--- config.mk ---
export PLATFORM = sky130hd
export DESIGN_NAME = alu_arbiter
export DESIGN_NICKNAME = d
export VERILOG_FILES = /design/src/rtl/alu_arbiter.sv
export SDC_FILE = /design/constraint.sdc
export NUM_CORES = 1
export LEC_CHECK = 0
export CAP_MARGIN = 30
export CORE_AREA = 2 2 117 119
export CTS_CLUSTER_SIZE = 12
export DETAILED_ROUTE_END_ITERATION = 6
export DIE_AREA = 0 0 119 121
export GPL_ROUTABILITY_DRIVEN = 0
export PLACE_DENSITY_LB_ADDON = 0.2
export SYNTH_ARGS = -nofsm -noshare
export SYNTH_HDL_FRONTEND = slang
export SYNTH_SLANG_ARGS = --single-unit
--- constraint.sdc ---
create_clock -name clk -period 10.6 [get_ports clk]
set_input_delay 1.59 -clock clk [delete_from_list [all_inputs] [get_ports clk]]
set_output_delay 1.59 -clock clk [all_outputs]
set_load 0.05 [all_outputs]
--- src/rtl/alu_arbiter.sv ---
// Round-robin arbiter sharing one combinational ALU between two requesters.
// Operands are registered toward the ALU; result and flags are captured into a held, tagged response.
module alu_arbiter #(
    parameter int WIDTH   = 32,
    parameter int SEL_W   = 4,
    parameter int MAX_SEL = 5
) (
    input  logic             clk,
    input  logic             rst,
    input  logic             req0_valid,
    output logic             req0_ready,
    input  logic [WIDTH-1:0] req0_A,
    input  logic [WIDTH-1:0] req0_B,
    input  logic [SEL_W-1:0] req0_sel,
    input  logic             req0_Cin,
    input  logic             req1_valid,
    output logic             req1_ready,
    input  logic [WIDTH-1:0] req1_A,
    input  logic [WIDTH-1:0] req1_B,
    input  logic [SEL_W-1:0] req1_sel,
    input  logic             req1_Cin,
    output logic [WIDTH-1:0] alu_A,
    output logic [WIDTH-1:0] alu_B,
    output logic [SEL_W-1:0] alu_sel,
    output logic             alu_Cin,
    input  logic [WIDTH-1:0] alu_Y,
    input  logic             alu_Cout,
    input  logic             alu_Negative,
    input  logic             alu_Zero,
    input  logic             alu_Overflow,
    output logic             rsp_valid,
    input  logic             rsp_ready,
    output logic             rsp_id,
    output logic [WIDTH-1:0] rsp_Y,
    output logic [3:0]       rsp_flags,
    output logic             rsp_err,
    output logic             busy
);

    typedef enum logic [1:0] {IDLE, EXEC, HOLD} state_t;

    typedef struct packed {
        logic [WIDTH-1:0] a;
        logic [WIDTH-1:0] b;
        logic [SEL_W-1:0] sel;
        logic             cin;
    } op_t;

    localparam logic [SEL_W-1:0] MAX_SEL_V = SEL_W'(MAX_SEL);

    state_t         state, state_nxt;
    logic [1:0]     req_valid;
    op_t    [1:0]   req_op;
    logic           grant;
    logic           last_grant;
    logic           op_id;
    logic           handshake;
    logic           illegal;

    assign req_valid = {req1_valid, req0_valid};
    assign req_op[0] = {req0_A, req0_B, req0_sel, req0_Cin};
    assign req_op[1] = {req1_A, req1_B, req1_sel, req1_Cin};

    // A tie goes to the port that did not win last; a lone requester always wins.
    always_comb begin
        grant = req_valid[1];
        if (&req_valid)
            grant = ~last_grant;
    end

    assign handshake = (state == IDLE) && req_valid[grant];
    assign illegal   = alu_sel > MAX_SEL_V;

    always_ff @(posedge clk or posedge rst) begin
        if (rst)
            state <= IDLE;
        else
            state <= state_nxt;
    end

    always_comb begin
        state_nxt = state;
        case (state)
            IDLE:    if (handshake) state_nxt = EXEC;
            EXEC:    state_nxt = HOLD;
            HOLD:    if (rsp_ready) state_nxt = IDLE;
            default: state_nxt = IDLE;
        endcase
    end

    always_comb begin
        req0_ready = (state == IDLE) && req0_valid && !grant;
        req1_ready = (state == IDLE) && req1_valid &&  grant;
        busy       = (state != IDLE);
    end

    always_ff @(posedge clk or posedge rst) begin
        if (rst) begin
            alu_A      <= '0;
            alu_B      <= '0;
            alu_sel    <= '0;
            alu_Cin    <= 1'b0;
            op_id      <= 1'b0;
            last_grant <= 1'b1;
            rsp_valid  <= 1'b0;
            rsp_id     <= 1'b0;
            rsp_Y      <= '0;
            rsp_flags  <= '0;
            rsp_err    <= 1'b0;
        end else begin
            if (handshake) begin
                {alu_A, alu_B, alu_sel, alu_Cin} <= req_op[grant];
                op_id      <= grant;
                last_grant <= grant;
            end
            // The ALU is combinational, so its outputs are valid the cycle after the operands land.
            if (state == EXEC) begin
                rsp_valid <= 1'b1;
                rsp_id    <= op_id;
                rsp_err   <= illegal;
                rsp_Y     <= illegal ? '0 : alu_Y;
                rsp_flags <= illegal ? 4'b0000
                                     : {alu_Cout, alu_Negative, alu_Zero, alu_Overflow};
            end else if (state == HOLD && rsp_ready) begin
                rsp_valid <= 1'b0;
            end
        end
    end

endmodule

Yosys cells after proc, flatten, opt, wreduce, memory -nomap -nowiden

Index checks and enable logic that the tools add are counted.

Muxes and demuxes: 12
Reduce and logical (&&, ||, !) cells: 12
Magnitude comparators: 2
Equality and inequality tests: 4
Bitwise gates (word level): 1

Operators by type and width:

| kind               | count |
|---|---|
| $mux 69            | 2 |
| $mux 32            | 1 |
| $logic_and 1x1->1  | 6 |
| $pmux 2 s3         | 1 |
| $mux 1             | 5 |
| $gt 4x3->1 const B | 1 |
| $mux 2             | 2 |
| $mux 4             | 1 |
| $ne 2x2->1 const B | 2 |
| $reduce_and 2->1   | 2 |
| $reduce_bool 2->1  | 2 |
| $eq 2x1->1 const B | 1 |
| $eq 2x2->1 const B | 1 |
| $logic_not 2->1    | 1 |
| $lt 1x2->1 const B | 1 |
| $logic_not 1->1    | 1 |
| $not 1->1          | 1 |

Input port bits: 179
Bits in registers: 112

Logic depth before layout (Yosys ltp)

Gate-level depths: netlist of run 1.

Depth after elaboration: 7
Depth in mapped cells: 5
Depth with buffers taken out: 3

Worst setup path after synthesis of run 1

No wires, ideal clock.

Path kind: input -> output
Start: input req1_valid
End: output req1_ready
Setup slack: 6,270 ps
Cell stages on the path: 4
Data arrival time: 2,740 ps
Required time: 9,010 ps
Buffers on the path: 2
Path through: a21bo_1 buf_6 buf_6 nor2_1

Word-level cells in the longest chain between the ends: 3
Elaborated cells on any way between the ends: 4
Those cells by class: 1 x mux; 3 x reduce/logical

RTL lines:

| item                  | RTL line | text |
|---|---|---|
| start: declaration    | 16       | `input logic req1_valid,` |
| $reduce_and 2->1      | 67       | `if (&req_valid)` |
| $mux 1                | 67       |  |
| $logic_and 1x1->1 (*) | 93       | `req1_ready = (state == IDLE) && req1_valid && grant;` |
| end: declaration      | 17       | `output logic req1_ready,` |

Every way passes the cells marked *; elsewhere a longest branch is shown, timed or not.

Final worst setup path of run 1

Start: input req0_valid
End: output req0_ready

Word-level cells in the longest chain between the ends: 4
Elaborated cells on any way between the ends: 5
Those cells by class: 1 x mux; 4 x reduce/logical

RTL lines:

| item                  | RTL line | text |
|---|---|---|
| start: declaration    | 10       | `input logic req0_valid,` |
| $reduce_and 2->1      | 67       |  |
| $mux 1                | 67       |  |
| $logic_not 1->1       | 92       | `req0_ready = (state == IDLE) && req0_valid && !grant;` |
| $logic_and 1x1->1 (*) | 92       |  |
| end: declaration      | 11       | `output logic req0_ready,` |

Marks and branches as above.

==> out/qor.csv, run 1 <==
metric,value,unit
pin count of the biggest net entering global routing,72,
vias in the first global route,4125,
Vias per Instance,4.89,
dominant cell type by area after synthesis,dfrtp_1,
layout cells sized above 1,26.7,%
"Hold Vio Cnt, Final",0,
measured slew at the worst slew-check pin,1.01,ns
Register Area,2800,µm²
PD cells,323,nW/µm²
most used routing layer,met2,
hold_buf cts,0,
worst hold start,state[1],
async set-or-reset flop fraction in the synthesized netlist,100,%
fin crit share,48.6,%
Synth Cell Area,5510,µm²
dpl hpwl,10.9,mm
Pins Over Slew Limit,0,
Die Area,14400,µm²
Critical Path Fanout Max,17,
Yosys warning count,0,
top post-synthesis cells by area,"dfrtp_1, mux2_4, a22o_1",
Hold Path Class,reg -> reg,
Layout Area Growth over Synthesis,59.4,%
initial antenna violation count,0,
r2r setup slk,7.94,ns
Synth Register Bits,112,
DR vias,3891,
fin crit period,5.15,ns
status,"finished, final reports clean",
Initial Util,42.1,%
RSZ-0062 raised after global routing,false,
max_slew headroom,32.5,%
clock slew at reported path FFs,0.07,ns
CP required,9.01,ns
Die Ht,121,µm
CP Capture Type,primary output,
Iteration-0 DRC Markers,144,
first-pass GRT wire length,22.4,mm
Max IR drop VDD,0.205,mV
multi-input logic area,2500,µm²
Post-synth top cells,"mux2_4, dfrtp_1, a22o_1",
synthesized area per cell,16.6,µm²
Static Leak,3.96,nW
WL per Instance,18.0,µm
gr usage total,20.2,%
r2r endpoint,alu_A[30],
CTS Buf Count,9,
Root Buffer,clkbuf_16,
antenna diode count,0,
WHS Path Cells,1,
CP startpoint kind,input pin,
highest clock rate,194,MHz
Post-CTS Resized,0,
Post-Route Utilization,67.2,%
post-synthesis instance total,332,
grt met3 use,5.40,%
Antenna Nets Post-Route,0,
gr ovfl total,0,
Post-Syn Nets,511,
Setup Buffers After CTS,0,
Setup Viol. Count Final,0,
Hold Crit Endpoint,rsp_valid,
Pre-antenna DRT Iters,4,
IO Pins,290,
R2R depth,4,
clock latency at the later pin of the worst-skew pair,0.35,ns
clock skew,0.0127,ns
Max-cap violations,0,
Residual DRC,0,
Port-buffer cells,289,
Die W,119,µm
top-area cell type share of the netlist area,50.4,%
nets,793,
Setup CP Type,in -> out,
most frequent cell after synthesis,mux2_4,
CTS tree,yes,
met1 Resource Use GR,24.2,%
clk sinks,112,
ys flop type,dfrtp_1,
num rows,42,
crit path DAT,3.56,ns
fillers,955,
sequential share of the synthesized area,50.9,%
total number of H-tree levels,3,
Post-synth EDFFs,0,
Reg2Reg Launch Point,state[0],
met2 usage,34.3,%
CORE AREA,13100,µm²
final WL,14.3,mm
setup TNS,0,ns
Clock Tree Buf Depth,2,
Cell variety after synth,22,
==> critical path: stages <==
cell and delay, ns:
clkdlybuf4s50_1 0.56, a21bo_4 0.35, and3_1 0.24, clkdlybuf4s50_1 0.81
==> worst max path at each step <==
stage               cells after the start        from          to  slack [ns]
finish                                  4  req0_valid  req0_ready        5.45
global route                            4  req0_valid  req0_ready        5.37
CTS                                     4  req0_valid  req0_ready        5.45
detailed placement                      4  req0_valid  req0_ready        5.45
global placement                        4  req0_valid  req0_ready        5.48
floorplan                               1         rst    alu_A[0]        6.05
==> metrics by stage <==
step,setup WS (ns),total power (W),std cells,hold slack (ns),cell area (µm²)
3_5_place_dp,5.45,0.00250,779,0.484,8480
5_1_grt,5.37,0.00296,795,0.518,8790
3_3_place_gp,5.48,0.00248,779,0.472,8480
4_1_cts,5.45,0.00286,795,0.484,8790
2_1_floorplan,6.05,0.00195,332,0.453,5510
6_report,5.45,0.00284,795,0.483,8790
==> cells in the final DEF, fill, tap and decap left out, drive strengths merged, types with 2 or more instances in the layout <==
cell type      synthesis  routed
a21oi                  3       3
a22o                  36      36
buf                   20       5
clkbuf                 3       9
clkdlybuf4s50          0     289
clkinvlp               0       2
dfrtp                111     111
inv                    5       8
mux2                 139     139
nand2                  2       2
nor2                   4       4
==> area by class of cell <==
cell class                 instances  share of cell area, %
timing repair buffer             294                   33.3
sequential                       112                   31.9
multi-input combinational        192                   28.5
clock buffer                       9                   2.56
tap                              176                   2.51
clock inverter                     7                  0.968
inverter                           5                  0.242
==> state kept, by name, indices dropped and copies added, names as in the netlist, 2 cells and up <==
signal,flops
rsp_flags,4
alu_sel,4
alu_B,32
state,2
rsp_Y,32
alu_A,32
==> kinds of logic (layout without fill, tap and decap cells) <==
group / after synthesis / count (layout) / synth area share, %
compound gates: 45 / 45 / 6.99
buf+inv: 28 / 315 / 3.99
flops: 112 / 112 / 50.9
mux: 139 / 139 / 37.5
simple gates: 8 / 8 / 0.636
==> routing by layer <==
metal | part of all wire, % | up-vias
li1 | - | 1770
met1 | 41 | 1911
met2 | 50 | 183
met3 | 7.2 | 27
met4 | 2.5 | 0
met5 | 0 | -
==> where the power goes <==
part	switching (W)	internal, W	total, W	leakage [nW]
clock network	0.000165	0.000188	0.000353	0.146
logic	0.00100	0.000745	0.00175	2.45
registers	0.000116	0.000621	0.000738	1.37
No activity file was read; power rests on OpenSTA's default activity.
==> run 2, diff against run 1 <==
- CORE_AREA: 2 2 117 119 -> 2 2 121 123
- DIE_AREA: 0 0 119 121 -> 0 0 123 125
- clock period: 10.6 -> 5.15 ns (I/O delays scaled with it)
==> out/qor.csv, run 2 (synthesis results as in run 1) <==
metric,value,unit,change
fin crit period,3.76,ns,
RSZ-0062 raised after global routing,false,,
fillers,1080,,+13%
worst hold margin,0.483,ns,+0.000624 ns
top flop regs,"alu_A x32, alu_B x32, rsp_Y x32",,
fin crit share,72.9,%,
max_slew headroom,51.9,%,+19 points
Hold Path Class,reg -> reg,,
CP startpoint kind,input pin,,
Reg2Reg Launch Point,last_grant,,
dpl hpwl,10.5,mm,-4.1%
Critical Path Fanout Max,35,,+18
clock skew,0.00588,ns,-0.00680 ns
layout cells sized above 1,26.9,%,+0.24 points
vias in the first global route,3980,,-3.5%
Pre-antenna DRT Iters,4,,unchanged
Max IR drop VDD,0.359,mV,+75%
Vias per Instance,4.74,,-3.2%
status,"finished, final reports clean",,
WL per Instance,17.2,µm,-4.4%
Initial Util,38.8,%,-3.3 points
first-pass GRT wire length,21.2,mm,-5.7%
CP required,4.38,ns,-4.63 ns
Place WS,1.34,ns,-4.11 ns
Setup Viol. Count Final,0,,unchanged
DR vias,3814,,-2.0%
Post-CTS Resized,0,,unchanged
pin count of the biggest net entering global routing,74,,+2.8%
CTS Buf Count,9,,unchanged
"Hold Vio Cnt, Final",0,,unchanged
CORE AREA,14200,µm²,+8.5%
highest clock rate,266,MHz,
PD cells,660,nW/µm²,+100%
Setup CP Type,in -> out,,
Pins Over Slew Limit,0,,unchanged
total number of H-tree levels,3,,unchanged
Port-buffer cells,289,,unchanged
gr ovfl total,0,,unchanged
Post-Route Utilization,62.2,%,-5.0 points
final WL,13.9,mm,-3.2%
CTS tree,yes,,
num rows,44,,+4.8%
CP Capture Type,primary output,,
Clock Tree Buf Depth,2,,unchanged
Root Buffer,clkbuf_16,,
Worst Setup EP,req0_ready,,
initial antenna violation count,0,,unchanged
R2R depth,4,,unchanged
Crit. Startpoint,req0_valid,,
antenna diode count,0,,unchanged
measured slew at the worst slew-check pin,0.722,ns,-0.291 ns
Die Area,15400,µm²,+6.8%
r2r setup slk,2.51,ns,-5.43 ns
"most common cell after layout, fill and taps aside",clkdlybuf4s50_1,,
IO Pins,290,,unchanged
crit path DAT,2.98,ns,-0.58 ns
WHS Path Cells,1,,unchanged
Max-cap violations,0,,unchanged
Die Ht,125,µm,+3.3%
clk sinks,112,,unchanged
Iteration-0 DRC Markers,136,,-5.6%
clock slew at reported path FFs,0.07,ns,about the same
hold_buf cts,0,,unchanged
Layout Area Growth over Synthesis,60.3,%,
r2r endpoint,alu_A[29],,
clock latency at the later pin of the worst-skew pair,0.34,ns,about the same
Antenna Nets Post-Route,0,,unchanged
Total Power,0.00583,W,+110%
Setup Buffers After CTS,0,,unchanged
setup TNS,0,ns,unchanged
post-route setup slack,1.39,ns,-4.06 ns
gr usage total,18.0,%,-2.2 points
Die W,123,µm,+3.4%
most frequent cells in the layout,"clkdlybuf4s50_1, mux2_4, dfrtp_1",,
Residual DRC,0,,unchanged
Static Leak,3.98,nW,+0.50%
nets,795,,+0.25%
[run 2: cell types whose count changed in the layout (fill, tap and decap cells not counted), sizes merged]
cell	previous run	this run
clkinv	1	0
inv	8	9
buf	5	7
[run 2: worst min-delay path by stage]
stage	to	startpoint	slack, ns
2_1_floorplan	rsp_valid	state[1]	0.45
3_3_place_gp	rsp_valid	state[1]	0.46
3_5_place_dp	rsp_valid	state[1]	0.48
4_1_cts	rsp_valid	state[1]	0.49
5_1_grt	rsp_valid	state[1]	0.51
6_report	rsp_valid	state[1]	0.48
[run 2: routing by layer]
| metal | track usage [%] | part of all wire (%) |
|---|---|---|
| met4 | 5.88 | 1.4 |
| met3 | 6.39 | 10 |
| met2 | 30.3 | 49 |
| met1 | 21.2 | 40 |
| met5 | 0 | 0 |
[run 2: worst max-delay path, cell delays in order]
cell and delay (ns):
clkdlybuf4s50_1 0.54, a21bo_4 0.60, and3_1 0.26, clkdlybuf4s50_1 0.80
[run 2: cell type report]
class | count | area (µm²) | share of cell area, %
tap | 184 | 230 | 2.61
clock inverter | 7 | 87.6 | 0.991
multi-input combinational | 192 | 2500 | 28.3
clock buffer | 9 | 225 | 2.55
inverter | 5 | 21.3 | 0.241
sequential | 112 | 2800 | 31.7
timing repair buffer | 296 | 2970 | 33.6
[run 2: through the flow]
step / std cells / instance area [µm²]
5_1_grt: 805 / 8840
4_1_cts: 804 / 8810
3_3_place_gp: 788 / 8500
2_1_floorplan: 332 / 5510
6_report: 805 / 8840
3_5_place_dp: 788 / 8500
[run 2: where the power goes]
part	internal (W)	total (W)	switching, W
sequential	0.00128	0.00151	0.000234
clock	0.000390	0.000727	0.000337
combinational	0.00153	0.00359	0.00206
total	0.00320	0.00583	0.00263
==> run 3, diff against run 2 <==
- clock period: 5.15 -> 3.9 ns (I/O delays scaled with it)
==> out/qor.csv, run 3 (synthesis results as in run 1) <==
metric,value,unit,change
Root Buffer,clkbuf_16,,
crit path cell chain,"clkdlybuf4s50_1, a21bo_4, and3_1, clkdlybuf4s50_1",,
Clock Tree Buf Depth,2,,unchanged
antenna diode count,0,,unchanged
clock skew,0.00861,ns,+0.00273 ns
crit path max-delay cell type,clkdlybuf4s50_1,,
CTS tree,yes,,
dpl hpwl,10.7,mm,+2.2%
"most common cell after layout, fill and taps aside",clkdlybuf4s50_1,,
PD cells,871,nW/µm²,+32%
Hold Path Class,reg -> reg,,
Static Leak,3.99,nW,+0.23%
highest clock rate,321,MHz,
Setup Viol. Count Final,0,,unchanged
Register Area,2800,µm²,unchanged
measured slew at the worst slew-check pin,0.632,ns,-0.0899 ns
WL per Instance,17.6,µm,+2.0%
final WL,14.2,mm,+2.1%
IO Pins,290,,unchanged
initial antenna violation count,0,,unchanged
multi-input logic area,2500,µm²,unchanged
max_slew headroom,57.9,%,+6.0 points
Critical Path Fanout Max,17,,-51%
Die Ht,125,µm,unchanged
Max IR drop VDD,0.521,mV,+45%
DR vias,3826,,+0.31%
CP Capture Type,primary output,,
Antenna Nets Post-Route,0,,unchanged
Iteration-0 DRC Markers,159,,+17%
clk sinks,112,,unchanged
Residual DRC,0,,unchanged
top flop regs,"alu_A x32, alu_B x32, rsp_Y x32",,
Die W,123,µm,unchanged
Final Cell Area,8860,µm²,+0.25%
setup TNS,0,ns,unchanged
RSZ-0062 raised after global routing,false,,
clock latency at the later pin of the worst-skew pair,0.35,ns,about the same
"Hold Vio Cnt, Final",0,,unchanged
CP required,3.31,ns,-1.07 ns
nets,796,,+0.13%
Setup CP Type,in -> out,,
Pre-antenna DRT Iters,4,,unchanged
total number of H-tree levels,3,,unchanged
hold_buf cts,0,,unchanged
Pins Over Slew Limit,0,,unchanged
Post-Route Utilization,62.4,%,+0.16 points
gr ovfl total,0,,unchanged
most frequent cells in the layout,"clkdlybuf4s50_1, mux2_4, dfrtp_1",,
Max-cap violations,0,,unchanged
Crit. Startpoint,req0_valid,,
worst hold start,state[1],,
vias in the first global route,4105,,+3.1%
Most common cell on crit path,clkdlybuf4s50_1,,
gr usage total,18.4,%,+0.46 points
pin count of the biggest net entering global routing,48,,-35%
Setup Buffers After CTS,0,,unchanged
Layout Area Growth over Synthesis,60.7,%,
clock slew at reported path FFs,0.07,ns,about the same
Initial Util,38.8,%,unchanged
CORE AREA,14200,µm²,unchanged
status,"finished, final reports clean",,
CTS Buf Count,9,,unchanged
fillers,1077,,-0.28%
fin crit period,3.11,ns,
Reg2Reg Launch Point,state[0],,
Post-CTS Resized,0,,unchanged
Port-buffer cells,289,,unchanged
largest stage delay on the critical path,0.82,ns,+0.02 ns
placed inst area,8540,µm²,+0.56%
fin crit share,79.8,%,
layout cells sized above 1,27.0,%,+0.12 points
CP startpoint kind,input pin,,
Die Area,15400,µm²,unchanged
first-pass GRT wire length,21.9,mm,+3.5%
num rows,44,,unchanged
Vias per Instance,4.75,,+0.19%
crit path DAT,2.53,ns,-0.45 ns
-- run 3: cell types whose count changed in the layout (fill, tap and decap cells not counted), sizes merged --
cell / before / now
buf: 7 / 8
clkbuf: 9 / 10
clkinv: 0 / 1
inv: 9 / 7
-- run 3: power by group --
part	leakage (nW)	internal (W)	total, W	switching (W)
clock	0.149	0.000527	0.000966	0.000439
combinational	2.48	0.00203	0.00473	0.00270
sequential	1.37	0.00169	0.00202	0.000325
total	3.99	0.00425	0.00771	0.00347
-- run 3: worst paths after layout --
kind	end	cells after the start	slack (ns)
worst min register to register	rsp_valid	1	0.49
worst max-delay path	req0_ready	4	0.79
min in group asynchronous	alu_B[7]	2	0.63
worst min-delay path	rsp_valid	1	0.49
worst max register to register	alu_A[30]	4	1.60
max in group asynchronous	rsp_Y[10]	4	2.38
-- run 3: layout make-up --
type,count,area share [%]
Tap cell,184,2.60
Clock buffer,10,2.70
Inverter,5,0.240
Clock inverter,6,0.862
Multi-Input combinational cell,192,28.2
Sequential cell,112,31.7
Timing Repair Buffer,297,33.7
-- run 3: worst max-delay path, delay by kind of cell --
kind	cells	cell delay, ns
AO/OA/AOI/OAI	1	0.35
buffers and inverters	2	1.37
AND/OR/NAND/NOR	1	0.22
-- run 3: metal layers --
layer	track usage (%)	part of all wire (%)	wire, µm
met5	0	0	0
met3	6.39	9.9	1400
met4	5.21	1.4	194
met1	21.8	40	5720
met2	31.5	48	6850
-- run 3: stage by stage --
| step | cells | hold WS [ns] | worst slack, ns | total power, W |
|---|---|---|---|---|
| floorplan | 332 | 0.453 | 0.358 | 0.00531 |
| global placement | 789 | 0.464 | 0.826 | 0.00674 |
| detailed placement | 790 | 0.490 | 0.808 | 0.00680 |
| CTS | 806 | 0.499 | 0.801 | 0.00779 |
| global route | 806 | 0.516 | 0.708 | 0.00807 |
| finish | 806 | 0.492 | 0.788 | 0.00771 |
